===== config.mk =====
export PLATFORM = sky130hd
export DESIGN_NAME = mod_lif_neuron
export DESIGN_NICKNAME = d
export VERILOG_FILES = /design/src/rtl/mod_lif_neuron.sv
export SDC_FILE = /design/constraint.sdc
export NUM_CORES = 1
export LEC_CHECK = 0
export BUFFER_PORTS_ARGS = -buffer_cell sky130_fd_sc_hd__buf_2
export CAP_MARGIN = 20
export CORE_ASPECT_RATIO = 0.75
export CORE_MARGIN = 1
export CORE_UTILIZATION = 53
export CTS_BUF_LIST = sky130_fd_sc_hd__clkbuf_4
export CTS_CLUSTER_DIAMETER = 80
export DETAILED_ROUTE_END_ITERATION = 8
export HOLD_SLACK_MARGIN = 0.15
export PLACE_DENSITY = 0.8
export REMOVE_ABC_BUFFERS = 1
export SYNTH_ARGS = -nofsm -noshare
export SYNTH_HDL_FRONTEND = slang
export SYNTH_SLANG_ARGS = --single-unit

===== constraint.sdc =====
create_clock -name clk -period 3.5 [get_ports clk]
set_clock_uncertainty 0.15 [all_clocks]
set_input_delay 0.35 -clock clk [delete_from_list [all_inputs] [get_ports clk]]
set_output_delay 0.35 -clock clk [all_outputs]
set_load 0.02 [all_outputs]

===== src/rtl/mod_lif_neuron.sv =====
// ---------------------------------------------------------------------------
// mod_lif_neuron
//
// Leaky integrate-and-fire neuron. Weighted synaptic events are accumulated
// into an unsigned, saturating membrane potential. A leak of
// potential >> LEAK_SHIFT is removed once every LEAK_PERIOD cycles. When the
// potential reaches THRESHOLD the neuron fires: one FIRE cycle followed by
// REFRACTORY cycles of REFRACT, then back to INTEGRATE.
//
// spikeOut/crit are shaped for a downstream D latch (spikeOut -> dataIn,
// crit -> enable). crit pulses high in FIRE with spikeOut=1 so the latch
// captures a 1. It pulses high again in the last REFRACT cycle with
// spikeOut=0 so the latch captures a 0.
//
// Event handshake: synValid/synWeight form a valid-only stream with no
// back-pressure. An event is consumed at a rising edge when synValid=1 and
// the neuron is in INTEGRATE. Events presented in FIRE or REFRACT are
// dropped.
//
// Ports
//   clk         in   single clock, rising edge
//   rstN        in   synchronous active-low reset
//   synValid    in   synaptic event present this cycle
//   synWeight   in   signed event weight (WEIGHT_W bits)
//   spikeOut    out  spike level for the latch data input
//   crit        out  one-cycle latch-enable strobe
//   potential   out  registered membrane potential (WIDTH bits)
//   refractory  out  high in FIRE and REFRACT
//   o_dbg_state out  current FSM state (0 INTEGRATE, 1 FIRE, 2 REFRACT)
// ---------------------------------------------------------------------------
module mod_lif_neuron #(
    parameter int WIDTH       = 8,
    parameter int WEIGHT_W    = 8,
    parameter int THRESHOLD   = 100,
    parameter int LEAK_SHIFT  = 3,
    parameter int LEAK_PERIOD = 16,
    parameter int REFRACTORY  = 4
) (
    input  logic                       clk,
    input  logic                       rstN,
    input  logic                       synValid,
    input  logic signed [WEIGHT_W-1:0] synWeight,
    output logic                       spikeOut,
    output logic                       crit,
    output logic        [WIDTH-1:0]    potential,
    output logic                       refractory,
    output logic        [1:0]          o_dbg_state
);

    localparam int SUM_W  = WIDTH + WEIGHT_W + 1;
    localparam int LCNT_W = (LEAK_PERIOD > 1) ? $clog2(LEAK_PERIOD) : 1;
    localparam int RCNT_W = (REFRACTORY > 1) ? $clog2(REFRACTORY) : 1;

    localparam logic [LCNT_W-1:0] LEAK_LAST = LCNT_W'(LEAK_PERIOD - 1);
    localparam logic [RCNT_W-1:0] REF_LAST  = RCNT_W'(REFRACTORY - 1);
    // Index of the REFRACT cycle just before the final one; only used when
    // REFRACTORY >= 2.
    localparam logic [RCNT_W-1:0] REF_PENULT =
        RCNT_W'((REFRACTORY >= 2) ? (REFRACTORY - 2) : 0);
    // With a single REFRACT cycle, that cycle is already the exit strobe.
    localparam bit REF_SINGLE = (REFRACTORY == 1);

    typedef enum logic [1:0] {
        ST_INTEGRATE = 2'd0,
        ST_FIRE      = 2'd1,
        ST_REFRACT   = 2'd2
    } state_t;

    state_t                r_state;
    logic [LCNT_W-1:0]     r_leak_cnt;
    logic [RCNT_W-1:0]     r_ref_cnt;
    logic [WIDTH-1:0]      r_potential;
    logic                  r_spike;
    logic                  r_crit;
    logic                  r_refr;

    logic                  w_tick;
    logic [WIDTH-1:0]      w_leak_amt;
    logic [WIDTH-1:0]      w_p1;
    logic signed [SUM_W-1:0] w_p1_ext;
    logic signed [SUM_W-1:0] w_weight_ext;
    logic signed [SUM_W-1:0] w_sum;
    logic [WIDTH-1:0]      w_clamped;
    logic                  w_fire;

    // Leak is applied first; p - (p >> k) can never underflow.
    assign w_tick     = (r_leak_cnt == LEAK_LAST);
    assign w_leak_amt = r_potential >> LEAK_SHIFT;
    assign w_p1       = w_tick ? (r_potential - w_leak_amt) : r_potential;

    // Wide signed sum: zero-extended potential plus sign-extended weight.
    assign w_p1_ext     = {{(SUM_W - WIDTH){1'b0}}, w_p1};
    assign w_weight_ext = synValid
                        ? {{(SUM_W - WEIGHT_W){synWeight[WEIGHT_W-1]}}, synWeight}
                        : '0;
    assign w_sum        = w_p1_ext + w_weight_ext;

    // Saturate: negative -> 0, any bit above WIDTH set -> all ones.
    always_comb begin
        w_clamped = w_sum[WIDTH-1:0];
        if (w_sum[SUM_W-1]) begin
            w_clamped = '0;
        end else if (|w_sum[SUM_W-2:WIDTH]) begin
            w_clamped = '1;
        end
    end

    assign w_fire = (w_clamped >= WIDTH'(THRESHOLD));

    always_ff @(posedge clk) begin
        if (!rstN) begin
            r_state     <= ST_INTEGRATE;
            r_leak_cnt  <= '0;
            r_ref_cnt   <= '0;
            r_potential <= '0;
            r_spike     <= 1'b0;
            r_crit      <= 1'b0;
            r_refr      <= 1'b0;
        end else begin
            // Leak counter runs in every state.
            r_leak_cnt <= w_tick ? '0 : (r_leak_cnt + 1'b1);

            case (r_state)
                ST_INTEGRATE: begin
                    if (w_fire) begin
                        r_state     <= ST_FIRE;
                        r_potential <= '0;
                        r_spike     <= 1'b1;
                        r_crit      <= 1'b1;
                        r_refr      <= 1'b1;
                    end else begin
                        r_potential <= w_clamped;
                        r_spike     <= 1'b0;
                        r_crit      <= 1'b0;
                        r_refr      <= 1'b0;
                    end
                end

                ST_FIRE: begin
                    r_state     <= ST_REFRACT;
                    r_ref_cnt   <= '0;
                    r_potential <= '0;
                    r_refr      <= 1'b1;
                    r_spike     <= !REF_SINGLE;
                    r_crit      <= REF_SINGLE;
                end

                ST_REFRACT: begin
                    r_potential <= '0;
                    if (r_ref_cnt == REF_LAST) begin
                        r_state   <= ST_INTEGRATE;
                        r_ref_cnt <= '0;
                        r_spike   <= 1'b0;
                        r_crit    <= 1'b0;
                        r_refr    <= 1'b0;
                    end else begin
                        r_ref_cnt <= r_ref_cnt + 1'b1;
                        r_refr    <= 1'b1;
                        // Entering the final REFRACT cycle: exit strobe with
                        // spikeOut low so the latch captures 0.
                        if (r_ref_cnt == REF_PENULT) begin
                            r_spike <= 1'b0;
                            r_crit  <= 1'b1;
                        end else begin
                            r_spike <= 1'b1;
                            r_crit  <= 1'b0;
                        end
                    end
                end

                default: begin
                    r_state     <= ST_INTEGRATE;
                    r_ref_cnt   <= '0;
                    r_potential <= '0;
                    r_spike     <= 1'b0;
                    r_crit      <= 1'b0;
                    r_refr      <= 1'b0;
                end
            endcase
        end
    end

    assign spikeOut    = r_spike;
    assign crit        = r_crit;
    assign potential   = r_potential;
    assign refractory  = r_refr;
    assign o_dbg_state = r_state;

endmodule


-- After elaboration in Yosys (flattened, before gate mapping)
Index checks and enable logic that the tools add are counted.
- flip-flop bits (word level): 19
- input bits: 11
- logic and storage cells: 44
- add/sub/neg operators: 4
- $lt $le $gt $ge: 1
- eq/ne operators: 7
- muxes and demuxes: 18
- bitwise operators: 2
- reductions and logical operators: 5
- operators by type and width (operator ; number):
    $mux 8 ; 3
    $add 9x17->17 ; 1
    $mux 17 ; 1
    $ge 8x7->1 const B ; 1
    $reduce_or 8->1 ; 1
    $sub 8x5->8 ; 1
    $eq 2x2->1 const B ; 3
    $mux 1 ; 6
    $mux 2 ; 3
    $pmux 1 s3 ; 2
    $pmux 2 s3 ; 1
    $add 4x1->4 const B ; 1
    $eq 4x4->1 const B ; 1
    $ne 2x2->1 const B ; 2
    $pmux 2 s2 ; 1
    $reduce_or 3->1 ; 1
    $add 2x1->2 const B ; 1
    $eq 2x1->1 const B ; 1
    $logic_not 2->1 ; 1
    $not 1->1 ; 2
    $pmux 1 s2 ; 1
    $reduce_and 2->1 ; 1
    $reduce_or 2->1 ; 1

-- Longest topological paths before layout
Gate-level depths: netlist of the first run.
- depth after elaboration: 9
- mapped depth: 21
- mapped depth without buffers: 20

-- Least setup slack after synthesis of the first run
OpenSTA, ideal clock, no wires.
- kind: register -> register
- start: register r_potential[3], in the netlist potential[3]
- end: register r_potential[3], in the netlist potential[3]
- data arrival time: 3.658 ns
- data required time: 3.258 ns
- path slack: -0.400 ns
- cell stages (with the launch flop): 21
- path buffers: 1
- clock period less this slack: 3.900 ns
- cells stage by stage: dfxtp_1 > ha_1 > inv_1 > fa_1 > a21oi_1 > nor2_1 > nor2_1 > nor2b_1 > nor4_1 > xnor2_1 > ha_1 > nand2_1 > nor3_1 > o31a_1 > nor2_1 > ha_1 > nand2_1 > or3_1 > and2_1 > clkbuf_1 > nor4_1
- word-level cells in the longest chain between the ends: 8
- RTL lines (what ; RTL line ; RTL):
    start: declaration ; 72 ; logic [WIDTH-1:0] r_potential;
    start signal: assignment ; 132 ; r_potential <= w_clamped;
    $sub 8x5->8 ; 89 ; assign w_p1 = w_tick ? (r_potential - w_leak_amt) : r_potential;
    $mux 8 (*) ; 89 ;
    $add 9x17->17 (*) ; 96 ; assign w_sum = w_p1_ext + w_weight_ext;
    $reduce_or 8->1 ; 103 ; end else if (|w_sum[SUM_W-2:WIDTH]) begin
    $mux 8 ; 103 ;
    $mux 8 (*) ; 101 ; if (w_sum[SUM_W-1]) begin
    $ge 8x7->1 ; 108 ; assign w_fire = (w_clamped >= WIDTH'(THRESHOLD));
    $reduce_or 3->1 (no line) ; -- ;
Every way passes the cells marked *; elsewhere a longest branch is shown, timed or not.
A chain may end at the register's enable or synchronous reset.

-- Worst setup path in the final report of the first run
- start: register r_potential[0], in the netlist potential[0]
- end: register r_potential[6], in the netlist potential[6]
The elaborated chain is that of the path after synthesis.

==> impl_metrics.ini, run 1 <==
[outcome]
outcome = finished, violations left
violations = setup timing

[final_layout]
final_common_cell = buf_4
final_cell_mix = buf_4, buf_2, nand2_1, dfxtp_1, ha_1
diodes = 0
syn_to_final_growth_pct = 48.6
fin_area_um2 = 2180
drive_gt1_frac = 0.431
final_nets = 281
final_cells = 284

[setup_path]
cpPeakStageDelay_ps = 350
cpMostUsedCell = nor2_1
critPathLaunchType = register
rr_startpoint = potential[0]
required_ps = 3540
crit_type = register to register
path_delay_family = simple AND/OR/NAND/NOR gates
critPathCaptureType = register
critPathBufInv = 2
path_max_fanout = 7
crit_start = potential[0]
worst_path_max_delay_cell = or3_4
cp.arrival_ps = 3990
cp_cell_sequence = inv_2 -> ha_4 -> inv_2 -> fa_2 -> a21oi_2 -> nor2_1 -> nor2_1 -> nor2b_1 -> nor4_2 -> xnor2_1 -> ha_1 -> nand2_1 -> nor3_2 -> o31a_1 -> nor2_1 -> ha_1 -> nand2_1 -> or3_4 -> and2_4 -> nor4_1

[synthesis]
synthCells = 179
synth_area_um2 = 1470
synth_enable_flop_cells = 0
synthArstFlopShare = 0
ys_seq_area_frac = 0.259
ys_ff_latch = 19
synth_cell_types = 41
avgSynthCellArea_um2 = 8.19
ys.flop_type = dfxtp_1
yosys_warnings = 0

[power_and_ir_drop]
vdd_drop_max_uv = 172
p_leak_nw = 1.02
power.density_nw_per_um2 = 260

[run]
drv_cap = 0

[global_route]
grt_pass1_vias = 1470
antenna_found_initial = 0
grt_pass1_wl_um = 6350
grtUsageMet2 = 0.552
grt_overflow_total = 0
busiest_layer = met2
grt_util_met1 = 0.302
grt_usage = 0.284
grt_max_degree = 12
grt_use_met3 = 0.0667

[sta]
hold_violations = 0
hold_ws_ps = 394
worst_pin_slew_ps = 525
rsz0062_at_grt = true
fin_ws_ps = -443
period_share = 1.13
slew_viol_final = 0
fin_crit_ps = 3940
relSlewSlack = 0.648
fmaxAchievable_mhz = 254
setup_viol = 11

[worst_hold_path]
min_from = r_leak_cnt[0]
hold_path_class = register to register

[floorplan]
std_cell_rows = 16
core_area_um2 = 2620
die_area_um2 = 2980
die_x_um = 62.7
initial_utilization = 0.559
io_pins = 24
die_h_um = 47.6

[detailed_routing]
finalWirelength_um = 4710
drt-pass1-iter-count = 5
drtIter0Drc = 83
wl_per_cell_um = 16.6
drtAntennaViolNets = 0
vias = 1674
viasPerCell = 5.89
route.detailed.drc = 0

[clocking]
clk_path_buf_depth = 2
cts.sinks = 19
htree_levels = 1
cts_root_buffer = clkbuf_4
cts-buffers-inserted = 3
insertion_delay_ps = 320
cts_tree = built
path_clk_slew_ps = 120

[placement]
port_buffers = 23
hpwlAfterDp_um = 3050
place.gp.congestion = 0.862
placed_area_um2 = 1860
placedCellCount = 268
-- state kept, by name, summed over array words and instances (netlist names) --
signal / cells
spikeOut: 1
o_dbg_state: 2
refractory: 1
r_ref_cnt: 2
r_leak_cnt: 4
crit: 1
potential: 8
-- report_power, final --
group	switching, mW	internal (mW)	total [mW]	leakage, nW
sequential	0.0129	0.232	0.245	0.157
combinational	0.117	0.0902	0.207	0.845
clock	0.0719	0.0427	0.115	0.0177
total	0.202	0.365	0.567	1.02
-- worst min-delay path, stage by stage (launching register included) --
cell     delay, ps
dfxtp_1        360
buf_4          120
nor2_1          40
-- synth_stat cells, drive strengths merged, types with 3 or more instances --
cell	count	area (µm²)
a21o	4	30.0
a21oi	15	82.6
and2	11	68.8
and3	3	18.8
dfxtp	19	380
ha	19	238
inv	12	45.0
nand2	17	63.8
nand3	3	15.0
nor2	12	45.0
nor3	9	45.0
nor4	4	25.0
o21ai	10	50.1
o21bai	3	22.5
xnor2	7	61.3
xor2	4	35.0
-- kinds of logic (layout without fill, tap and decap cells) --
group / after synthesis / in the layout / synth area share
buffers and inverters: 14 / 83 / 0.0358
adder cells (fa/ha/maj): 21 / 21 / 0.189
AND/OR/NAND/NOR: 69 / 69 / 0.236
other: 1 / 1 / 0.00256
XOR/XNOR: 11 / 11 / 0.0657
multiplexers: 1 / 1 / 0.00768
AO/OA/AOI/OAI: 43 / 43 / 0.203
flip-flops: 19 / 19 / 0.259
-- metrics by stage --
| stage | setup TNS [ps] | setup slack, ps | util | total power, mW |
|---|---|---|---|---|
| detailed placement | -5940 | -607 | 0.709 | 0.409 |
| global route | -4850 | -585 | 0.831 | 0.589 |
| global placement | -2700 | -301 | 0.709 | 0.399 |
| floorplan | -3030 | -317 | - | 0.346 |
| CTS | -3370 | -349 | 0.771 | 0.531 |
| finish | -3660 | -443 | 0.831 | 0.567 |
-- what timing repair did --
action | 4_1_cts | 5_1_grt
hold buffers | 1 | 0
pin swaps | 4 | 11
endpoints found under the hold margin | 1 | 0
setup buffers | 8 | 4
resized for setup | 19 | 23
setup endpoints to repair | 11 | 11
-- final timing paths --
kind	endpoint	slack, ps	depth (start not counted)
setup / recovery	potential[6]	-440	20
hold / removal	r_leak_cnt[0]	390	2
setup reg to reg	potential[6]	-440	20
hold reg to reg	r_leak_cnt[0]	390	2
-- per-layer routing --
| layer | up-vias | wire, µm | part of all wire |
|---|---|---|---|
| met2 | 86 | 2320 | 0.49 |
| met3 | 33 | 328 | 0.070 |
| met4 | 0 | 225 | 0.048 |
| met5 | - | 0 | 0 |
| met1 | 787 | 1840 | 0.39 |
| li1 | 768 | - | - |
-- area by class of cell --
type | instances | area [µm²]
clock inverters | 1 | 5.00
inverters | 12 | 47.5
clock buffers | 3 | 22.5
multi-input cells | 146 | 1220
well taps | 36 | 45.0
fillers | 148 | 443
repair buffers | 67 | 452
flip-flops and latches | 19 | 383
(Power assumes the default switching activity.)
==> inputs of run 2 (changes only) <==
--- a/config.mk
+++ b/config.mk
@@ -9,12 +9,13 @@
 export CAP_MARGIN = 20
 export CORE_ASPECT_RATIO = 0.75
 export CORE_MARGIN = 1
-export CORE_UTILIZATION = 53
+export CORE_UTILIZATION = 55
 export CTS_BUF_LIST = sky130_fd_sc_hd__clkbuf_4
 export CTS_CLUSTER_DIAMETER = 80
 export DETAILED_ROUTE_END_ITERATION = 8
+export GPL_ROUTABILITY_DRIVEN = 0
 export HOLD_SLACK_MARGIN = 0.15
-export PLACE_DENSITY = 0.8
+export PLACE_DENSITY = 0.79
 export REMOVE_ABC_BUFFERS = 1
 export SYNTH_ARGS = -nofsm -noshare
 export SYNTH_HDL_FRONTEND = slang
==> constraint.sdc (replaced) <==
create_clock -name clk -period 4.1 [get_ports clk]
set_clock_uncertainty 0.15 [all_clocks]
set_input_delay 0.41 -clock clk [delete_from_list [all_inputs] [get_ports clk]]
set_output_delay 0.41 -clock clk [all_outputs]
set_load 0.02 [all_outputs]
==> run 2 against run 1 <==
  * The run now ends clean
  * Global-route usage fell by 3.9 points
  * Sequential cell count did not move
  * Cell area fell by 20%
  * Worst hold slack got worse by 180 ps
  * Highest routed layer unchanged
  * Via count fell by 18%
  * Sequential power fell by 15%
  * Setup slack improved by 620 ps
  * Sequential share of layout area rose by 4.4 points
  * Critical path type unchanged
  * Register-to-register slack improved by 620 ps
  * Die area fell by 3.5%
  * Critical path depth fell by 2
  * Clock power fell by 17%
==> impl_metrics.ini, run 2 (same netlist as run 1, synthesis figures left out) <==
[placement]
placed_area_um2 = 1620
pre_cts_slack_ps = 60.3
port_buffers = 23
hpwlAfterDp_um = 2570

[setup_path]
rrSetupSlack_ps = 180
critPathBufInv = 1
r2r_cells = 18
crit_start = potential[4]
rr_endpoint = potential[3]
cpPeakStageDelay_ps = 380
required_ps = 4150
critPathCaptureType = register
cp_cell_sequence = inv_1 -> ha_1 -> nor2b_1 -> o21ai_0 -> a21oi_1 -> o21ai_1 -> nor3b_2 -> xnor2_1 -> ha_2 -> a21oi_1 -> nor2_1 -> o31a_1 -> nor2_1 -> ha_1 -> nand2_1 -> or3_1 -> and2_4 -> nor4_1
crit_cells = 18
crit_type = register to register
cp.arrival_ps = 3980
endpoint = potential[3]
worst_path_max_delay_cell = dfxtp_2
critPathLaunchType = register
path_max_fanout = 7
rr_startpoint = potential[4]
path_delay_family = simple AND/OR/NAND/NOR gates

[global_route]
grt_pass1_wl_um = 5020
grt_usage = 0.245
antenna_found_initial = 0
grt_max_degree = 12
grt_overflow_total = 0
grt_pass1_vias = 1153

[detailed_routing]
drtIter0Drc = 83
finalWirelength_um = 3300
vias = 1372
wl_per_cell_um = 13.5
drtAntennaViolNets = 0
viasPerCell = 5.60
drt-pass1-iter-count = 4
route.detailed.drc = 0

[sta]
worst_pin_slew_ps = 614
period_share = 0.957
fmaxAchievable_mhz = 255
hold_violations = 0
slew_viol_final = 0
relSlewSlack = 0.591
setup_viol = 0
fin_ws_ps = 176
fin_crit_ps = 3920

[clocking]
cts_tree = built
cts-buffers-inserted = 3
cts.sinks = 19
insertion_delay_ps = 310
clk_path_buf_depth = 2
cts_root_buffer = clkbuf_4
htree_levels = 1
path_clk_slew_ps = 110
cts_hold_buf = 0

[outcome]
outcome = finished, final reports clean

[power_and_ir_drop]
vdd_drop_max_uv = 129
power.density_nw_per_um2 = 247
p_leak_nw = 0.826

[final_layout]
fin_area_um2 = 1750
largest_register_ffs = 8
final_common_cell = buf_2
diodes = 0
final_cell_mix = buf_2, ha_1, nand2_1, dfxtp_1, a21oi_1
syn_to_final_growth_pct = 19.1
final_nets = 244
drive_gt1_frac = 0.251

[run]
drv_cap = 0

[floorplan]
io_pins = 24
die_area_um2 = 2880
die_h_um = 46.7
die_x_um = 61.6
std_cell_rows = 15
core_area_um2 = 2400
initial_utilization = 0.610

[worst_hold_path]
hold_path_class = input pin to register
[run 2: cell types whose count changed in the layout (fill, tap and decap cells not counted), sizes merged]
cell,delta
buf,-36
dlygate4sd3,-1
[run 2: metrics by stage]
step	hold slack [ps]	cells	total power, mW	TNS [ps]	util
5_1_grt	209	245	0.456	-57.2	0.727
2_1_floorplan	276	177	0.296	0	-
4_1_cts	208	239	0.424	0	0.688
3_3_place_gp	289	235	0.323	0	0.676
3_5_place_dp	296	235	0.328	0	0.676
6_report	217	245	0.432	0	0.727
[run 2: cell type report]
cell class | instances | area (µm²)
Clock inverter | 1 | 5.00
Inverter | 12 | 45.0
Timing Repair Buffer | 30 | 168
Sequential cell | 19 | 383
Multi-Input combinational cell | 146 | 1080
Clock buffer | 3 | 22.5
Tap cell | 34 | 42.5
Fill cell | 197 | 656
[run 2: repair_timing]
item	in CTS	in global routing
endpoints found under the setup margin	0	11
setup buffers	0	6
gates resized for setup	0	14
[run 2: tightest hold or removal path, delay by kind of cell]
family,cells,cell delay [ps]
buffers and inverters,1,140
and+or+nand+nor,2,90
[run 2: per-layer routing]
layer / global-route usage / vias up / part of all wire / routed length [µm]
met5: 0 / - / 0 / 0
met4: 0.111 / 0 / 0.018 / 59
met3: 0.0253 / 7 / 0.038 / 124
met2: 0.366 / 30 / 0.44 / 1450
met1: 0.356 / 635 / 0.51 / 1670
li1: - / 700 / - / -
[run 2: worst min-delay path by stage]
stage,start,endpoint,slack (ps),cells past startpoint
6_report,rstN,r_leak_cnt[0],220,3
5_1_grt,rstN,r_leak_cnt[0],210,3
4_1_cts,rstN,r_leak_cnt[0],210,3
3_5_place_dp,r_leak_cnt[0],r_leak_cnt[0],300,1
3_3_place_gp,r_leak_cnt[0],r_leak_cnt[0],290,1
2_1_floorplan,r_leak_cnt[0],r_leak_cnt[0],280,1
[run 2: power by group]
group	total [mW]	internal, mW	switching [mW]
Combinational	0.127	0.0509	0.0765
Clock	0.0958	0.0364	0.0594
Sequential	0.209	0.198	0.0108
Total	0.432	0.285	0.147
